==> src/rtl/logic_axi4_lite_register_bank_if.sv <==
// logic_axi4_lite_register_bank_if: AXI4-Lite channel types and slave-side bus interface
package logic_axi4_lite_register_bank_pkg;
  typedef logic [2:0] access_t;
  typedef enum logic [1:0] {OKAY = 2'd0, EXOKAY = 2'd1, SLVERR = 2'd2, DECERR = 2'd3} response_t;
endpackage

interface logic_axi4_lite_register_bank_if #(
  parameter int DATA_BYTES    = 4,
  parameter int ADDRESS_WIDTH = 8
);
  import logic_axi4_lite_register_bank_pkg::*;
  logic                       awvalid;
  logic [ADDRESS_WIDTH-1:0]   awaddr;
  access_t                    awprot;
  logic                       awready;
  logic                       wvalid;
  logic [DATA_BYTES*8-1:0]    wdata;
  logic [DATA_BYTES-1:0]      wstrb;
  logic                       wready;
  logic                       bready;
  logic                       bvalid;
  response_t                  bresp;
  logic                       arvalid;
  logic [ADDRESS_WIDTH-1:0]   araddr;
  access_t                    arprot;
  logic                       arready;
  logic                       rready;
  logic                       rvalid;
  logic [DATA_BYTES*8-1:0]    rdata;
  response_t                  rresp;
  modport slave (
    input  awvalid, awaddr, awprot, wvalid, wdata, wstrb, bready, arvalid, araddr, arprot, rready,
    output awready, wready, bvalid, bresp, arready, rvalid, rdata, rresp
  );
  modport master (
    output awvalid, awaddr, awprot, wvalid, wdata, wstrb, bready, arvalid, araddr, arprot, rready,
    input  awready, wready, bvalid, bresp, arready, rvalid, rdata, rresp
  );
endinterface

==> src/rtl/logic_axi4_lite_register_bank.sv <==
// logic_axi4_lite_register_bank: AXI4-Lite slave exposing a bank of byte-strobed control registers
module logic_axi4_lite_register_bank
  import logic_axi4_lite_register_bank_pkg::*;
#(
  parameter int DATA_BYTES    = 4,
  parameter int ADDRESS_WIDTH = 8,
  parameter int REGISTERS     = 16
) (
  input  logic                               aclk,
  input  logic                               areset_n,
  logic_axi4_lite_register_bank_if.slave     slave,
  output logic [REGISTERS*DATA_BYTES*8-1:0]  registers,
  output logic [REGISTERS-1:0]               register_written
);
  localparam int W    = DATA_BYTES * 8;
  localparam int LSB  = $clog2(DATA_BYTES);
  localparam int IDXW = ADDRESS_WIDTH - LSB;
  logic            aw_held, w_held, commit, rd_hit;
  logic [IDXW-1:0] aw_idx;
  logic [W-1:0]    w_data, rd_word;
  logic [DATA_BYTES-1:0] w_strb;
  logic [REGISTERS-1:0]  wr_sel;
  logic [IDXW-1:0] ar_idx;
  assign slave.awready = areset_n & !aw_held;
  assign slave.wready  = areset_n & !w_held;
  assign slave.arready = areset_n & (!slave.rvalid | slave.rready);
  assign commit        = aw_held & w_held & (!slave.bvalid | slave.bready);
  assign ar_idx        = slave.araddr[ADDRESS_WIDTH-1:LSB];
  // Decode the held write index into a one-hot commit select; empty when out of range
  always_comb begin
    wr_sel = '0;
    for (int r = 0; r < REGISTERS; r++) wr_sel[r] = commit & (aw_idx == IDXW'(r));
  end
  // Select the read word for the presented address; rd_hit clear means out of range
  always_comb begin
    rd_word = '0;
    rd_hit  = 1'b0;
    for (int r = 0; r < REGISTERS; r++)
      if (ar_idx == IDXW'(r)) begin
        rd_word = registers[r*W +: W];
        rd_hit  = 1'b1;
      end
  end
  // Write path: independent AW/W capture, commit into the bank, B response and write strobes
  always_ff @(posedge aclk or negedge areset_n)
    if (!areset_n) begin
      aw_held          <= 1'b0;
      aw_idx           <= '0;
      w_held           <= 1'b0;
      w_data           <= '0;
      w_strb           <= '0;
      slave.bvalid     <= 1'b0;
      slave.bresp      <= OKAY;
      registers        <= '0;
      register_written <= '0;
    end else begin
      aw_held          <= commit ? 1'b0 : aw_held | slave.awvalid;
      w_held           <= commit ? 1'b0 : w_held | slave.wvalid;
      if (slave.awvalid & slave.awready) aw_idx <= slave.awaddr[ADDRESS_WIDTH-1:LSB];
      if (slave.wvalid & slave.wready) begin
        w_data <= slave.wdata;
        w_strb <= slave.wstrb;
      end
      slave.bvalid     <= commit | (slave.bvalid & !slave.bready);
      if (commit) slave.bresp <= |wr_sel ? OKAY : SLVERR;
      register_written <= wr_sel;
      for (int r = 0; r < REGISTERS; r++)
        for (int b = 0; b < DATA_BYTES; b++)
          if (wr_sel[r] && w_strb[b]) registers[r*W + b*8 +: 8] <= w_data[b*8 +: 8];
    end
  // Read path: sample the current contents on AR handshake and hold until R is taken
  always_ff @(posedge aclk or negedge areset_n)
    if (!areset_n) begin
      slave.rvalid <= 1'b0;
      slave.rdata  <= '0;
      slave.rresp  <= OKAY;
    end else if (slave.arvalid & slave.arready) begin
      slave.rvalid <= 1'b1;
      slave.rdata  <= rd_word;
      slave.rresp  <= rd_hit ? OKAY : SLVERR;
    end else if (slave.rready) begin
      slave.rvalid <= 1'b0;
    end
endmodule
==> src/flat_wrapper.sv <==
// flat-port wrapper written by rule: the top's interface ports become plain ports
module logic_axi4_lite_register_bank_flat import logic_axi4_lite_register_bank_pkg::*;
#(
  parameter int DATA_BYTES    = 4,
  parameter int ADDRESS_WIDTH = 8,
  parameter int REGISTERS     = 16
)
  (aclk, areset_n, registers, register_written, slave_awvalid, slave_awaddr, slave_awprot, slave_wvalid, slave_wdata, slave_wstrb, slave_bready, slave_arvalid, slave_araddr, slave_arprot, slave_rready, slave_awready, slave_wready, slave_bvalid, slave_bresp, slave_arready, slave_rvalid, slave_rdata, slave_rresp);
  logic_axi4_lite_register_bank_if #(.DATA_BYTES(DATA_BYTES), .ADDRESS_WIDTH(ADDRESS_WIDTH)) slave_i ();
  input  logic aclk;
  input  logic areset_n;
  output logic [REGISTERS*DATA_BYTES*8-1:0] registers;
  output logic [REGISTERS-1:0] register_written;
  input wire logic [$bits(slave_i.awvalid)-1:0] slave_awvalid;
  input wire logic [$bits(slave_i.awaddr)-1:0] slave_awaddr;
  input wire logic [$bits(slave_i.awprot)-1:0] slave_awprot;
  input wire logic [$bits(slave_i.wvalid)-1:0] slave_wvalid;
  input wire logic [$bits(slave_i.wdata)-1:0] slave_wdata;
  input wire logic [$bits(slave_i.wstrb)-1:0] slave_wstrb;
  input wire logic [$bits(slave_i.bready)-1:0] slave_bready;
  input wire logic [$bits(slave_i.arvalid)-1:0] slave_arvalid;
  input wire logic [$bits(slave_i.araddr)-1:0] slave_araddr;
  input wire logic [$bits(slave_i.arprot)-1:0] slave_arprot;
  input wire logic [$bits(slave_i.rready)-1:0] slave_rready;
  output wire logic [$bits(slave_i.awready)-1:0] slave_awready;
  output wire logic [$bits(slave_i.wready)-1:0] slave_wready;
  output wire logic [$bits(slave_i.bvalid)-1:0] slave_bvalid;
  output wire logic [$bits(slave_i.bresp)-1:0] slave_bresp;
  output wire logic [$bits(slave_i.arready)-1:0] slave_arready;
  output wire logic [$bits(slave_i.rvalid)-1:0] slave_rvalid;
  output wire logic [$bits(slave_i.rdata)-1:0] slave_rdata;
  output wire logic [$bits(slave_i.rresp)-1:0] slave_rresp;
  assign slave_i.awvalid = slave_awvalid;
  assign slave_i.awaddr = slave_awaddr;
  assign slave_i.awprot = slave_awprot;
  assign slave_i.wvalid = slave_wvalid;
  assign slave_i.wdata = slave_wdata;
  assign slave_i.wstrb = slave_wstrb;
  assign slave_i.bready = slave_bready;
  assign slave_i.arvalid = slave_arvalid;
  assign slave_i.araddr = slave_araddr;
  assign slave_i.arprot = slave_arprot;
  assign slave_i.rready = slave_rready;
  assign slave_awready = slave_i.awready;
  assign slave_wready = slave_i.wready;
  assign slave_bvalid = slave_i.bvalid;
  assign slave_bresp = slave_i.bresp;
  assign slave_arready = slave_i.arready;
  assign slave_rvalid = slave_i.rvalid;
  assign slave_rdata = slave_i.rdata;
  assign slave_rresp = slave_i.rresp;
  logic_axi4_lite_register_bank #(.DATA_BYTES(DATA_BYTES), .ADDRESS_WIDTH(ADDRESS_WIDTH), .REGISTERS(REGISTERS)) u_core (.aclk(aclk), .areset_n(areset_n), .slave(slave_i), .registers(registers), .register_written(register_written));
endmodule
==> config.mk <==
export PLATFORM = sky130hd
export DESIGN_NAME = logic_axi4_lite_register_bank_flat
export DESIGN_NICKNAME = d
export VERILOG_FILES = /design/src/rtl/logic_axi4_lite_register_bank_if.sv /design/src/rtl/logic_axi4_lite_register_bank.sv /design/src/flat_wrapper.sv
export SDC_FILE = /design/constraint.sdc
export NUM_CORES = 1
export LEC_CHECK = 0
export CELL_PAD_IN_SITES_DETAIL_PLACEMENT = 1
export CELL_PAD_IN_SITES_GLOBAL_PLACEMENT = 1
export CORE_ASPECT_RATIO = 0.5
export CORE_UTILIZATION = 35
export CTS_BUF_LIST = sky130_fd_sc_hd__clkbuf_8 sky130_fd_sc_hd__clkbuf_16
export CTS_CLUSTER_DIAMETER = 60
export DETAILED_ROUTE_END_ITERATION = 6
export PLACE_DENSITY = 0.76
export SLEW_MARGIN = 0
export SYNTH_ARGS = -nofsm -noshare
export SYNTH_HDL_FRONTEND = slang
export SYNTH_SLANG_ARGS = --single-unit
==> constraint.sdc <==
create_clock -name aclk -period 5.04 [get_ports aclk]
set_clock_uncertainty 0.05 [all_clocks]
set_input_delay 0.504 -clock aclk [delete_from_list [all_inputs] [get_ports aclk]]
set_output_delay 0.504 -clock aclk [all_outputs]
set_load 0.02 [all_outputs]
==> impl_metrics.toml <==
[drt]
drc_errors = 1
dr_total_vias = 21700
drt_iter0_markers = 1883
dr_wl_met3_mm = 7.90
detail_route.wl_per_cell_um = 33.0
dr.pass1.iters = 7
wl_mm = 123
vias_per_cell = 5.83
postRouteAntennaNets = 0
wl_met2_mm = 59.5
top_layer_used = "met5"
wl_met1_mm = 46.6

[setup_path]
reg2reg_from = "u_core.slave.bvalid$_DFF_PN0_"
required_ns = 5.55
critPathMaxFanout = 22
max_stage_delay_ns = 1.00
endpoint_kind = "register"
critPathArrivalTime_ns = 4.06
worst_path_max_delay_cell = "or4b_1"
worstPathCellList = "clkdlybuf4s50_1, or4b_1, buf_4, o32ai_1, a2111oi_0, nor4_1, o21ai_1, a21oi_1"
rrSetupSlack_ns = 1.55
crit_path_start_kind = "primary input"
ff2ff_path_depth = 6
r2r-end = "u_core.registers[491]$_DFFE_PN0P_"
critPathKind = "in -> reg"

[place]
dp_hpwl_mm = 88.4
post-place-ws_ns = 1.03
finalWeightedCongestion = 0.910
port_buffers = 621
placement.cell_area_um2 = 34500

[floorplanning]
ios = 634
core_um2 = 75900
die_h_um = 199
start_util = 0.357
rows = 71
dieArea_um2 = 78600
die_w_um = 396

[timing]
hold_violations = 0
setup_viol = 0
worst_slew_pin_slew_ns = 1.28
fmax_ghz = 0.281
min_period_ns = 3.56
setup_tns_ns = 0
worst_slack_ns = 1.48
timing.final.crit_share = 0.706
relSlewSlack = 0.144
final_max_slew_viol_count = 0
rsz0062_at_grt = "no"

[logic_synthesis]
synth_edf_count = 0
synth_top_area_cell = "dfrtp_1"
synth_area_leaders = "dfrtp_1, mux2_2, nand2_1"
synth_top_area_share = 0.561
synth-main-ff-cell = "dfrtp_1"
synthTopCellsByCount = "dfrtp_1, mux2_2, nand2_1"
synthArstFlopShare = 1.00
ys_seq_area_frac = 0.561
syn_area_per_cell_um2 = 13.3
synth_area_um2 = 27100
synth_cell_types = 70
yosysWarningCount = 0
synth_most_common_cell = "dfrtp_1"
ys_seq_elements = 608
syn_inst = 2039

[global_route]
grt_overflow_total = 0
grt_pass1_vias = 22500
grt_usage = 0.305
grt_max_degree = 159
antenna_found_initial = 8
grt_pass1_wl_mm = 172

[clock_network]
clk_latency_ns = 0.64
cts_buffer_depth = 3
cts_buffers = 59
root_buffer = "clkbuf_16"
htree_num_levels = 2
cts_tree = "built"
cts.clk_slew.worst_paths_ns = 0.07
clock_sinks = 608

[min_path]
hold_class = "in -> async"

[status]
violations = "design-rule violations"
status = "finished, violations left"

[layout]
fin_area_um2 = 36500
area_growth_pct = 34.6
final_nets = 2712
drive_above_1_share = 0.290

[pwr]
p_per_area_nw_per_um2 = 613
vdd_drop_max_v = 0.000321
cellLeakagePower_uw = 0.0165

[job]
drv_cap = 0
-- critical path: cells and delay by family --
family,cells,cell delay (ns)
and+or+nand+nor,2,1.76
AOI/OAI and AO/OA,4,0.65
buffers and inverters,2,1.09
-- registers in the layout, indices dropped and copies added, names as in the netlist, 4 cells and up --
register / cells
u_core.register_written: 16
u_core.w_strb: 4
u_core.aw_idx: 6
u_core.w_data: 32
u_core.registers: 512
u_core.slave.rdata: 32
-- logic make-up after synthesis --
group                  count (synthesis)  share of synthesized area
multiplexers                         654                      0.277
flip-flops                           608                      0.561
AO/OA/AOI/OAI                        347                     0.0860
AND/OR/NAND/NOR                      299                     0.0533
buffers and inverters                130                     0.0217
other                                  1                   0.000138
-- what timing repair did --
item                                   CTS  global route
resized for setup                        0             0
setup endpoints to repair                0             0
setup buffers                            0             0
endpoints found under the hold margin   20             0
hold buffers                             1             0
-- layout by cell type (no fill, tap or decap), types with 8 or more instances in the layout --
master | Yosys | final
mux4_2 | 19 | 19
clkbuf_8 | 0 | 23
nand3_1 | 10 | 9
mux2_1 | 10 | 10
nor3_1 | 9 | 9
nand2_1 | 135 | 134
a31oi_1 | 11 | 11
a221oi_1 | 13 | 13
nand2b_1 | 13 | 13
dfrtp_1 | 608 | 608
buf_4 | 13 | 46
o21ai_0 | 89 | 89
inv_1 | 6 | 23
nor2_1 | 66 | 62
clkdlybuf4s50_1 | 0 | 618
clkbuf_16 | 0 | 61
a22oi_1 | 24 | 24
a211oi_1 | 19 | 19
nor2b_1 | 9 | 8
nand2_2 | 12 | 13
nor2_2 | 6 | 8
o22ai_1 | 34 | 34
a2111oi_0 | 13 | 13
a21oi_1 | 51 | 51
o211ai_1 | 11 | 11
mux2_2 | 577 | 577
mux2i_1 | 48 | 48
o221ai_1 | 17 | 17
a22o_1 | 11 | 11
-- per-layer routing --
metal  vias up  track usage
li1       8773            -
met1     11700        0.365
met2       920        0.504
met3       355       0.0616
met4         2        0.196
met5         -      0.00739
-- final cells by class --
class | instances | area, um^2
inverters | 6 | 22.5
diodes | 7 | 17.5
repair buffers | 670 | 6630
fillers | 7835 | 39400
multi-input cells | 1302 | 11300
clock buffers | 83 | 1830
clock inverters | 26 | 138
well taps | 1022 | 1280
flip-flops and latches | 608 | 15200
-- worst max path at each step --
stage | startpoint | end | slack (ns) | depth (start not counted)
after floorplan | slave_araddr[2] | u_core.slave.rdata[12]$_DFFE_PN0P_ | 2.81 | 8
after global routing | areset_n | slave_awready | 1.44 | 5
after detailed placement | slave_araddr[7] | u_core.slave.rdata[19]$_DFFE_PN0P_ | 1.03 | 8
after global placement | slave_araddr[7] | u_core.slave.rdata[17]$_DFFE_PN0P_ | 1.10 | 7
after CTS | areset_n | slave_awready | 1.59 | 5
final | slave_araddr[7] | u_core.slave.rdata[19]$_DFFE_PN0P_ | 1.48 | 8
-- per-stage QoR --
step / instances / utilization / total power (uW) / hold WS (ns)
after floorplan: 2040 / - / 12400 / 0.158
after global placement: 3607 / 0.454 / 17500 / 0.350
after detailed placement: 3607 / 0.454 / 17800 / 0.352
after CTS: 3717 / 0.480 / 22400 / 0.280
after global routing: 3722 / 0.481 / 23000 / 0.301
final: 3724 / 0.481 / 22400 / 0.305
-- where the power goes --
| group | total [uW] | internal [uW] | leakage, uW | switching, uW |
|---|---|---|---|---|
| Combinational | 8820 | 4330 | 0.00721 | 4490 |
| Sequential | 9000 | 6640 | 0.00827 | 2360 |
| Clock | 4540 | 2550 | 0.00105 | 1990 |
Power figures use the tool's default switching activity.
==> RTL change 1, RTL diff (config.mk and constraints unchanged) <==
Reset style: synchronous (`areset_n`), changed in 2 clocked blocks.
--- a/src/rtl/logic_axi4_lite_register_bank.sv
+++ b/src/rtl/logic_axi4_lite_register_bank.sv
@@ -44,3 +44,3 @@
   // Write path: independent AW/W capture, commit into the bank, B response and write strobes
-  always_ff @(posedge aclk or negedge areset_n)
+  always_ff @(posedge aclk)
     if (!areset_n) begin
@@ -71,3 +71,3 @@
   // Read path: sample the current contents on AR handshake and hold until R is taken
-  always_ff @(posedge aclk or negedge areset_n)
+  always_ff @(posedge aclk)
     if (!areset_n) begin
Behaviour: differs if areset_n is asserted again (counterexample within 4 cycles, from zero or initial values and one cycle with areset_n low); with areset_n held inactive, the same outputs for 4 cycles.
==> RTL change 1 against the original RTL <==
- routed wire length up 11%
- synthesized cell count up 57%
- non-clock buffer count up 7
- area after synthesis down 1.5%
- cell area down 3.1%
- setup slack worse by 150 ps
- sequential cell count unchanged
- critical endpoint is now u_core.slave.rdata[25]
Power is not compared: it rests on default switching activity, and its combinational part moved more than twofold at a synthesized area within 25%.
==> RTL change 1: results <==
set metrics [dict create \
    outcome "finished clean" \
    grt_util_met1_pct 42.06 \
    nFillCells 8917 \
    first_global_vias 27145 \
    post-route-period-util_pct 73.46 \
    nNetsFinal 3698 \
    met2_track_utilization_from_global_routing_pct 54.22 \
    globalplace.congestion 1.018 \
    most_frequent_cells_after_synthesis "sky130_fd_sc_hd__nand2_1 (770), sky130_fd_sc_hd__dfxtp_1 (608), sky130_fd_sc_hd__a21oi_1 (358), sky130_fd_sc_hd__nor2_1 (241), sky130_fd_sc_hd__mux2i_1 (221)" \
    worst_pin_slew_ps 1374 \
    critical_path.endpoint "u_core.slave.rdata[25]" \
    drt-wirelength-per-cell_um 29.12 \
    vias 27900 \
    first_pass_grt_wire_length_mm 193.2 \
    post-place-cells 4594 \
    dp_hpwl_mm 97.55 \
    worstSkewPairLatency_ps 660 \
    routed_wl_mm 136.8 \
    route.layer.met1.wl_mm 52.48 \
    met2WireLength_mm 62.86 \
    hold_class "primary input to flop" \
    avgSynthCellArea_sq_um 8.355 \
    wl_met3_mm 12.06 \
    synth.lib_cells_used.distinct 77 \
    ys_seq_area_share_pct 45.60 \
    async_flop_share_pct 0 \
    grt_start_max_net_pins 216 \
    worst_r2r_endpoint "u_core.registers[395]" \
    maxUsedRoutingLayer "met4" \
    synth.top_cells.by_area "sky130_fd_sc_hd__dfxtp_1 (46%), sky130_fd_sc_hd__nand2_1 (11%), sky130_fd_sc_hd__mux2i_1 (8.3%), sky130_fd_sc_hd__a21oi_1 (6.7%), sky130_fd_sc_hd__nor2_1 (3.4%)" \
    whs_ps 297.5 \
    instance_area_after_placement_sq_um 33430 \
    antenna_found_initial 5 \
    synthMostInstantiatedCell "sky130_fd_sc_hd__nand2_1" \
    timing.critical_path.fanout_max 16 \
    final_layout_size_suffix_gt1_share_pct 7.104 \
    slowest_stage "sky130_fd_sc_hd__nor2_2" \
    arrival_ps 4230 \
    synth-main-ff-cell "sky130_fd_sc_hd__dfxtp_1" \
    drt-initial-drc-count 3218 \
]
==> RTL change 1: cell families (layout without fill, tap and decap cells) <==
| logic type | Yosys count | in the layout | synth area share [%] |
|---|---|---|---|
| other cells | 1 | 4 | 0.01405 |
| buf+inv | 307 | 785 | 4.978 |
| mux | 278 | 278 | 11.96 |
| simple gates | 1285 | 1285 | 20.91 |
| flops | 608 | 608 | 45.60 |
| compound gates | 716 | 716 | 16.54 |
==> RTL change 1: power groups by stage <==
stage	Clock (uW)	Combinational [uW]	Sequential, uW
6_report	4550	630	5020
3_3_place_gp	0	593	5110
5_1_grt	4760	647	5010
3_5_place_dp	0	605	5120
2_1_floorplan	0	409	4980
4_1_cts	4560	609	5010
==> RTL change 1: area by class of cell <==
type                       count  share of cell area [%]
multi-input combinational   2281                   37.60
sequential                   608                   34.45
timing repair buffer         677                   18.86
clock buffer                  73                   4.788
tap                         1022                   3.619
clock inverter                29                  0.5949
inverter                       6                 0.08499
antenna                        2                 0.01416
==> RTL change 2, RTL diff (same flow settings) <==
Made on the original files. `ADDRESS_WIDTH` is set to 8 in 3 places; all go to 7.
--- a/src/rtl/logic_axi4_lite_register_bank_if.sv
+++ b/src/rtl/logic_axi4_lite_register_bank_if.sv
@@ -8,3 +8,3 @@
   parameter int DATA_BYTES    = 4,
-  parameter int ADDRESS_WIDTH = 8
+  parameter int ADDRESS_WIDTH = 7
 );
--- a/src/rtl/logic_axi4_lite_register_bank.sv
+++ b/src/rtl/logic_axi4_lite_register_bank.sv
@@ -5,3 +5,3 @@
   parameter int DATA_BYTES    = 4,
-  parameter int ADDRESS_WIDTH = 8,
+  parameter int ADDRESS_WIDTH = 7,
   parameter int REGISTERS     = 16
--- a/src/flat_wrapper.sv
+++ b/src/flat_wrapper.sv
@@ -4,3 +4,3 @@
   parameter int DATA_BYTES    = 4,
-  parameter int ADDRESS_WIDTH = 8,
+  parameter int ADDRESS_WIDTH = 7,
   parameter int REGISTERS     = 16
Interface: changed (resized slave_araddr and slave_awaddr); port bits go from 634 to 632. The function was not compared with the original's and may differ.
==> RTL change 2 against the original RTL <==
- first-iteration DRC count is 13% higher
- area after synthesis is 5.0% higher
- routed wire length is 3.3% higher
- combinational power is 23% lower
- non-clock buffer count is 8 higher
- maximum frequency is 12% higher
- power is 11% lower
- sequential cell count is 1 lower
- sequential power is 7.8% lower
- cell area is 3.5% higher
- die area is 5.0% higher
- setup slack better by 380 ps
- clock power is 6.8% higher
==> RTL change 2: results <==
set metrics [dict create \
    slew_headroom_pct 13.06 \
    globalplace.congestion 0.9190 \
    synth.lib_cells_used.distinct 83 \
    post-route-period-util_pct 63.07 \
    route.layer.met1.wl_mm 47.74 \
    leakage_uw 0.01673 \
    drt-wirelength-per-cell_um 31.70 \
    reg2regPathDepth 5 \
    wl_met3_mm 7.414 \
    non_clk_buf_share_pct 17.62 \
    post_synth_inst_count 2311 \
    final_layout_size_suffix_gt1_share_pct 27.48 \
    maxUsedRoutingLayer "met4" \
    critPathKind "flop to flop" \
    antenna_found_initial 3 \
    whs_ps 299.6 \
    dp_hpwl_mm 93.58 \
    layout_area_growth_over_synthesis_pct 32.60 \
    instance_area_after_placement_sq_um 35650 \
    synth.top_cells.by_area "sky130_fd_sc_hd__dfrtp_1 (53%), sky130_fd_sc_hd__mux2_2 (22%), sky130_fd_sc_hd__a21oi_1 (1.7%), sky130_fd_sc_hd__o21ai_0 (1.7%), sky130_fd_sc_hd__nand3_1 (1.4%)" \
    first_global_vias 24528 \
    drt-initial-drc-count 2128 \
    power_clock_uw 4850 \
    layout.non_clock_buffers 678 \
    critical_path.endpoint "u_core.registers[82]" \
    numCtsBuffers 57 \
    crit_path_max_incr_delay_ps 1030 \
    met2_track_utilization_from_global_routing_pct 50.24 \
    slowest_stage "sky130_fd_sc_hd__nor4b_4" \
    met2WireLength_mm 61.96 \
    layout.clock_buffers 74 \
    nFillCells 8250 \
    multi_input_area_share_pct 33.00 \
    grt.total_usage_pct 30.16 \
    met3_resource_use_gr_pct 4.784 \
    cellInternalPower_uw 12170 \
    combined_flip_flop_and_latch_cell_area_sq_um 15190 \
    vias 23877 \
    clk_share_pct 5.477 \
    async_flop_share_pct 100.0 \
    antenna_cells 3 \
    multi_input_cells 1522 \
    grt_util_met1_pct 35.90 \
    worst_r2r_endpoint "u_core.registers[82]" \
    timing.critical_path.fanout_max 10 \
    inverters 3 \
    seq_cells 607 \
    outcome "finished clean" \
    worst_ir_drop_vdd_mv 0.2623 \
    first_pass_grt_wire_length_mm 180.8 \
    place.port_buffers 619 \
    arrival_ps 3670 \
    ys_seq_area_share_pct 53.37 \
    nNetsFinal 2932 \
    most_frequent_cells_after_synthesis "sky130_fd_sc_hd__dfrtp_1 (607), sky130_fd_sc_hd__mux2_2 (549), sky130_fd_sc_hd__clkbuf_1 (99), sky130_fd_sc_hd__a21oi_1 (97), sky130_fd_sc_hd__o21ai_0 (94)" \
    worst-r2r-setup-slack_ps 1860 \
    grt_start_max_net_pins 160 \
    drt_pre_antenna_iters 5 \
    pwr.group.sequential_uw 8300 \
    post-place-cells 3896 \
]
-- RTL change 2: changes by cell type after synthesis, sizes merged, moves of 22 or more --
cell	change
clkbuf	+26
a221o	+22
nor3	+41
and2	+35
nand3	+69
buf	+30
nand2	-29
mux2	-32
a21oi	+56
-- RTL change 2: kinds of logic (layout without fill, tap and decap cells) --
| kind of cell | Yosys count | in the layout | share of synthesized area [%] |
|---|---|---|---|
| other | 1 | 5 | 0.01318 |
| AOI/OAI and AO/OA | 452 | 452 | 11.08 |
| muxes | 583 | 583 | 22.95 |
| and+or+nand+nor | 485 | 485 | 9.426 |
| DFF | 607 | 607 | 53.37 |
| buffers and inverters | 183 | 786 | 3.157 |
-- RTL change 2: critical path: cells and delay by family, from the launching register on --
kind             cells  cell delay (ps)
multiplexers         1              430
AND/OR/NAND/NOR      4             2190
flip-flops           1              380
-- RTL change 2: what timing repair did --
| action | CTS | global route |
|---|---|---|
| endpoints found under the setup margin | 0 | 0 |
| hold buffers | 1 | 0 |
| endpoints found under the hold margin | 25 | 0 |
